File: src/rtl/ipv4_tx_arb.sv
// Shares one IPv4 TX channel between N protocol engines: round-robin header offer,
// grant on accept, registered payload forwarding, inter-frame gap and stall abort.
module ipv4_tx_arb #(
    parameter int N         = 3,
    parameter int META_W    = 64,
    parameter int IFG       = 2,
    parameter int STREAM_TO = 16
) (
    input  logic                 i_clk,
    input  logic                 i_rst_n,
    input  logic [N-1:0]         i_req_rdy,
    input  logic [N*META_W-1:0]  i_req_meta,
    input  logic [N*8-1:0]       i_req_dat,
    input  logic [N-1:0]         i_req_val,
    input  logic [N-1:0]         i_req_lst,
    output logic [N-1:0]         o_gnt,
    output logic [N-1:0]         o_abrt,
    output logic                 o_tx_rdy,
    output logic [META_W-1:0]    o_tx_meta,
    input  logic                 i_tx_acc,
    output logic [7:0]           o_tx_dat,
    output logic                 o_tx_val,
    output logic                 o_tx_lst,
    output logic                 o_tx_err,
    output logic [$clog2(N)-1:0] o_cur
);

    localparam int CUR_W  = $clog2(N);
    localparam int IDLE_W = $clog2(STREAM_TO + 1);
    localparam int GAP_W  = $clog2(IFG + 1);

    typedef enum logic [1:0] {
        S_IDLE,
        S_OFFER,
        S_STREAM,
        S_GAP
    } state_t;

    state_t              r_state;
    logic [CUR_W-1:0]    r_ptr;
    logic [CUR_W-1:0]    r_cur;
    logic [IDLE_W-1:0]   r_idleCnt;
    logic [GAP_W-1:0]    r_gapCnt;
    logic [N-1:0]        r_gnt;
    logic [N-1:0]        r_abrt;
    logic                r_txRdy;
    logic [META_W-1:0]   r_txMeta;
    logic [7:0]          r_txDat;
    logic                r_txVal;
    logic                r_txLst;
    logic                r_txErr;

    logic                w_found;
    logic [CUR_W-1:0]    w_pick;
    logic [CUR_W-1:0]    w_cand;
    logic [META_W-1:0]   w_pickMeta;
    logic [7:0]          w_ownDat;
    logic                w_ownVal;
    logic                w_ownLst;
    logic                w_ownRdy;

    function automatic logic [CUR_W-1:0] nextIdx(input logic [CUR_W-1:0] x);
        nextIdx = (x == CUR_W'(N - 1)) ? '0 : x + CUR_W'(1);
    endfunction

    // Round-robin search: first pending requester at or after the pointer, wrapping.
    always_comb begin
        w_found = 1'b0;
        w_pick  = r_ptr;
        w_cand  = r_ptr;
        for (int k = 0; k < N; k++) begin
            if (!w_found && i_req_rdy[w_cand]) begin
                w_found = 1'b1;
                w_pick  = w_cand;
            end
            w_cand = nextIdx(w_cand);
        end
    end

    always_comb begin
        w_pickMeta = '0;
        w_ownDat   = '0;
        w_ownVal   = 1'b0;
        w_ownLst   = 1'b0;
        w_ownRdy   = 1'b0;
        for (int i = 0; i < N; i++) begin
            if (w_pick == CUR_W'(i)) begin
                w_pickMeta = i_req_meta[i*META_W +: META_W];
            end
            if (r_cur == CUR_W'(i)) begin
                w_ownDat = i_req_dat[i*8 +: 8];
                w_ownVal = i_req_val[i];
                w_ownLst = i_req_lst[i];
                w_ownRdy = i_req_rdy[i];
            end
        end
    end

    always_ff @(posedge i_clk or negedge i_rst_n) begin
        if (!i_rst_n) begin
            r_state   <= S_IDLE;
            r_ptr     <= '0;
            r_cur     <= '0;
            r_idleCnt <= '0;
            r_gapCnt  <= '0;
            r_gnt     <= '0;
            r_abrt    <= '0;
            r_txRdy   <= 1'b0;
            r_txMeta  <= '0;
            r_txDat   <= '0;
            r_txVal   <= 1'b0;
            r_txLst   <= 1'b0;
            r_txErr   <= 1'b0;
        end else begin
            r_gnt  <= '0;
            r_abrt <= '0;
            case (r_state)
                S_IDLE: begin
                    if (w_found) begin
                        r_cur    <= w_pick;
                        r_txMeta <= w_pickMeta;
                        r_txRdy  <= 1'b1;
                        r_state  <= S_OFFER;
                    end
                end
                S_OFFER: begin
                    if (i_tx_acc) begin
                        r_txRdy   <= 1'b0;
                        r_gnt     <= N'(1) << r_cur;
                        r_idleCnt <= '0;
                        r_state   <= S_STREAM;
                    end else if (!w_ownRdy) begin
                        // Withdrawal leaves the pointer alone so this requester keeps its turn.
                        r_txRdy  <= 1'b0;
                        r_txMeta <= '0;
                        r_gapCnt <= '0;
                        r_state  <= S_GAP;
                    end
                end
                S_STREAM: begin
                    if (w_ownVal) begin
                        r_idleCnt <= '0;
                        r_txVal   <= 1'b1;
                        r_txDat   <= w_ownDat;
                        r_txLst   <= w_ownLst;
                        r_txErr   <= 1'b0;
                        if (w_ownLst) begin
                            r_ptr    <= nextIdx(r_cur);
                            r_txMeta <= '0;
                            r_gapCnt <= '0;
                            r_state  <= S_GAP;
                        end
                    end else if (r_idleCnt == IDLE_W'(STREAM_TO - 1)) begin
                        // Stalled too long: close the frame with an error-marked empty last byte.
                        r_txVal  <= 1'b1;
                        r_txLst  <= 1'b1;
                        r_txErr  <= 1'b1;
                        r_txDat  <= '0;
                        r_abrt   <= N'(1) << r_cur;
                        r_ptr    <= nextIdx(r_cur);
                        r_txMeta <= '0;
                        r_gapCnt <= '0;
                        r_state  <= S_GAP;
                    end else begin
                        r_idleCnt <= r_idleCnt + IDLE_W'(1);
                        r_txVal   <= 1'b0;
                        r_txDat   <= '0;
                        r_txLst   <= 1'b0;
                        r_txErr   <= 1'b0;
                    end
                end
                S_GAP: begin
                    r_txVal <= 1'b0;
                    r_txDat <= '0;
                    r_txLst <= 1'b0;
                    r_txErr <= 1'b0;
                    if (r_gapCnt == GAP_W'(IFG - 1)) begin
                        r_state <= S_IDLE;
                    end else begin
                        r_gapCnt <= r_gapCnt + GAP_W'(1);
                    end
                end
                default: r_state <= S_IDLE;
            endcase
        end
    end

    assign o_gnt     = r_gnt;
    assign o_abrt    = r_abrt;
    assign o_tx_rdy  = r_txRdy;
    assign o_tx_meta = r_txMeta;
    assign o_tx_dat  = r_txDat;
    assign o_tx_val  = r_txVal;
    assign o_tx_lst  = r_txLst;
    assign o_tx_err  = r_txErr;
    assign o_cur     = r_cur;

endmodule

File: config.mk
export PLATFORM = sky130hd
export DESIGN_NAME = ipv4_tx_arb
export DESIGN_NICKNAME = d
export VERILOG_FILES = /design/src/rtl/ipv4_tx_arb.sv
export SDC_FILE = /design/constraint.sdc
export NUM_CORES = 1
export LEC_CHECK = 0
export BUFFER_PORTS_ARGS = -buffer_cell sky130_fd_sc_hd__buf_2
export CORE_MARGIN = 4
export CORE_UTILIZATION = 45
export CTS_CLUSTER_DIAMETER = 40
export DETAILED_ROUTE_END_ITERATION = 16
export PLACE_DENSITY = 0.87
export SYNTH_ARGS = -nofsm -noshare
export SYNTH_HDL_FRONTEND = slang
export SYNTH_SLANG_ARGS = --single-unit
File: constraint.sdc
create_clock -name i_clk -period 6.9 [get_ports i_clk]
set_input_delay 1.035 -clock i_clk [delete_from_list [all_inputs] [get_ports i_clk]]
set_output_delay 1.035 -clock i_clk [all_outputs]
set_load 0.01 [all_outputs]
==> results.md <==
| Quantity | Value | Unit |
|---|---|---|
| Post-Synth Simple-Gate Area | 12.0 | % |
| Final Max Slew Viols | 0 | - |
| Final Cycle Share | 54.3 | % |
| Max Cap Violations | 0 | - |
| Adder and majority gate portion of the synthesized area | 1.53 | % |
| Pin count of the biggest net entering global routing | 71 | - |
| XOR/XNOR Fraction of Synth Area | 0 | % |
| Hold buffers post-CTS | 0 | - |
| Floorplan die area | 14600 | sq um |
| Measured slew at the worst slew-check pin | 1.08 | ns |
| Avg Inst Size Synth | 9.96 | sq um |
| Netlist cell types | 38 | - |
| Peak supply drop | 0.322 | mV |
| Via total after detailed routing | 5550 | - |
| Fin. Hold Viols | 0 | - |
| Result of the run | completed | - |
| Largest fanout on the critical path | 35 | - |
| Number of nets in the synthesized netlist | 810 | - |
| Element type at the critical path end | register | - |
| Worst setup skew after layout | 0.00600 | ns |
| Multiplexer share of the synthesized area | 23.5 | % |
| Async S/R FF share, synth | 100 | % |
| Avg Vias per Cell | 5.38 | - |
| Shortest period the worst path allows | 3.75 | ns |
| Setup Viol. Count Final | 0 | - |
| Sink Count | 95 | - |
| Clock tree root driver cell | sky130_fd_sc_hd__clkbuf_16 | - |
| Boundary Pins | 312 | - |
| Residual DRC count | 0 | - |
| Layout overhead on the synthesized area | 34.9 | % |
| TritonCTS clock tree | yes | - |
| Maximum level of the CTS H-tree | 3 | - |
| Routed len/inst | 17.3 | um |
| Setup repair after global routing missed its margin | no | - |
| Worst reg2reg setup slack | 3.15 | ns |
| Max Fclk | 267 | MHz |
| Primary FF master, synth | sky130_fd_sc_hd__dfrtp_1 | - |
| Global-route wire length before repair | 27600 | um |
| Total Wirelength | 17800 | um |
| Antenna diode count | 0 | - |
| Sum of internal, switching and leakage power | 3.35 | mW |
| Worst Setup EP | o_tx_meta[57] | - |
| Most frequently used cell type in the post-synthesis netlist | sky130_fd_sc_hd__mux2i_1 | - |
| Path type of the worst min-delay path | reg2reg | - |
| Buffers from clock root to sink, at most | 2 | - |
| Main combinational cell family by area after synthesis | multiplexers | - |
| Nets@finish | 1094 | - |
| Detailed-placement wirelength estimate | 13600 | um |
| Startpoint of the lowest-slack register-to-register path | o_cur[0] | - |
| Initial antenna violation count | 2 | - |
| Overall track demand over capacity in global routing | 23.6 | % |
| Number of buffers inserted by port buffering | 311 | - |
| Area leader, netlist | sky130_fd_sc_hd__dfrtp_1 | - |
| Worst reg2reg path endpoint | o_tx_meta[57] | - |
| Worst-path clk slew | 0.07 | ns |
| Register-to-Register Path Depth | 6 | - |
| Slew headroom | 28.3 | % |
| Number of global-route vias before repair | 5448 | - |
| Static Leakage | 4.18 | nW |
| Number of iterations in the first detailed-routing pass | 5 | - |
| Required time worst endpoint | 7.11 | ns |
| Share of the synthesized area in the top cell type | 41.5 | % |
| Filler cell count in the final layout | 1065 | - |
| Yosys warning total | 0 | - |
| Layout cells sized above 1 | 41.9 | % |
| Post-CTS repair timing setup buffer count | 0 | - |
| Share of the yosys chip area belonging to registers | 41.5 | % |
| Netlist area before placement | 5730 | sq um |
| Power per cell area | 434 | nW/um^2 |
| Instance count of the mapped netlist | 575 | - |
| Synth Area in Compound Gates | 16.7 | % |
| Die Ht | 121 | um |
| Die extent in x | 121 | um |
| Most common library cells after synthesis | sky130_fd_sc_hd__mux2i_1, sky130_fd_sc_hd__dfrtp_1, sky130_fd_sc_hd__nand2_1 | - |
| Initial core utilization | 46.9 | % |
| Synth Register Bits | 95 | - |
| Overflow left after global routing | 0 | - |
| Final Core Density | 63.2 | % |
| Core Footprint | 12200 | sq um |
| Clock insertion delay at the later pin of the skew report | 0.33 | ns |
| Routability Congestion | 0.863 | - |
| Worst hold margin | 0.502 | ns |
| CP startpoint | o_cur[0] | - |
| Arrival time at the worst endpoint | 3.96 | ns |
| Count of cells resized by post-cts repair | 0 | - |
| Number of enable-type register cells in the synthesized netlist | 0 | - |
| Site row count | 40 | - |
| Count of nets left with antenna violations after detail routing | 0 | - |
| Detailed router's first-iteration violation count | 391 | - |
| Total clock buffers created by CTS | 9 | - |
| Dominant cells by area after synthesis | sky130_fd_sc_hd__dfrtp_1, sky130_fd_sc_hd__mux2i_1, sky130_fd_sc_hd__a22o_1 | - |
| Path type of the worst setup path | reg2reg | - |
| Final TNS setup | 0 | ns |
| Critical path startpoint category | register | - |
area by class of cell:
class	instances	area, sq um	area share (%)
inverters	22	82.6	1.07
well taps	168	210	2.72
repair buffers	318	1610	20.9
clock inverters	6	91.3	1.18
multi-input cells	413	3110	40.3
clock buffers	10	239	3.10
flip-flops and latches	95	2380	30.8
placed cells by master, fill, tap and decap left out, types with 4 or more instances in the layout:
cell type	instances
sky130_fd_sc_hd__o21bai_1	14
sky130_fd_sc_hd__mux2i_1	114
sky130_fd_sc_hd__inv_1	22
sky130_fd_sc_hd__nor3_1	6
sky130_fd_sc_hd__mux2_2	18
sky130_fd_sc_hd__buf_4	8
sky130_fd_sc_hd__nand3_1	13
sky130_fd_sc_hd__nand2b_1	10
sky130_fd_sc_hd__a21oi_1	13
sky130_fd_sc_hd__nand2_1	90
sky130_fd_sc_hd__clkbuf_16	9
sky130_fd_sc_hd__buf_2	310
sky130_fd_sc_hd__ha_1	7
sky130_fd_sc_hd__o21ai_0	21
sky130_fd_sc_hd__nor2b_1	4
sky130_fd_sc_hd__a22o_1	51
sky130_fd_sc_hd__a221oi_1	13
sky130_fd_sc_hd__nor2_1	6
sky130_fd_sc_hd__dfrtp_1	95
stage by stage:
step | setup slack (ns) | cell area (sq um) | instances
floorplan | 4.09 | 5730 | 575
global placement | 3.09 | 7390 | 1016
detailed placement | 3.02 | 7390 | 1016
CTS | 3.19 | 7720 | 1032
global route | 2.87 | 7720 | 1032
finish | 3.15 | 7720 | 1032
per-layer routing:
metal,vias up,GRT usage (%),wire (um)
met2,247,41.8,9230
met4,4,5.24,299
met1,2628,28.9,6830
li1,2642,-,-
met5,-,0,15
met3,29,6.31,1460
power breakdown:
group / switching (mW) / internal (mW) / total, mW
registers: 0.145 / 0.768 / 0.914
clock network: 0.217 / 0.330 / 0.547
logic: 1.05 / 0.845 / 1.89
worst max-delay path: stages (launching register included):
cell and delay, ns:
sky130_fd_sc_hd__dfrtp_1 0.79, sky130_fd_sc_hd__and2b_2 0.42, sky130_fd_sc_hd__o2bb2ai_4 0.25, sky130_fd_sc_hd__mux2i_1 0.64, sky130_fd_sc_hd__or4_2 0.64, sky130_fd_sc_hd__buf_4 0.47
sky130_fd_sc_hd__mux2_2 0.39
cell families after synthesis:
logic type	count (synthesis)
compound gates	125
fa+ha+maj	7
buf+inv	67
flops	95
mux	132
simple gates	149
state kept, by name (all words and copies together), names as in the netlist:
name	flops
o_cur	2
o_gnt	3
r_idleCnt	5
o_tx_err	1
r_ptr	2
r_state	2
o_abrt	3
o_tx_rdy	1
r_gapCnt	2
o_tx_lst	1
o_tx_dat	8
o_tx_meta	64
o_tx_val	1
how the worst min path moves through the flow:
stage,startpoint,end,slack [ns],cells past startpoint
6_report,o_tx_meta[26],o_tx_meta[26],0.50,1
5_1_grt,o_tx_meta[26],o_tx_meta[26],0.52,1
4_1_cts,r_idleCnt[4],r_idleCnt[4],0.50,2
3_5_place_dp,r_idleCnt[4],r_idleCnt[4],0.47,2
3_3_place_gp,r_idleCnt[4],r_idleCnt[4],0.47,2
2_1_floorplan,r_idleCnt[4],r_idleCnt[4],0.45,2
(Power assumes the default switching activity.)
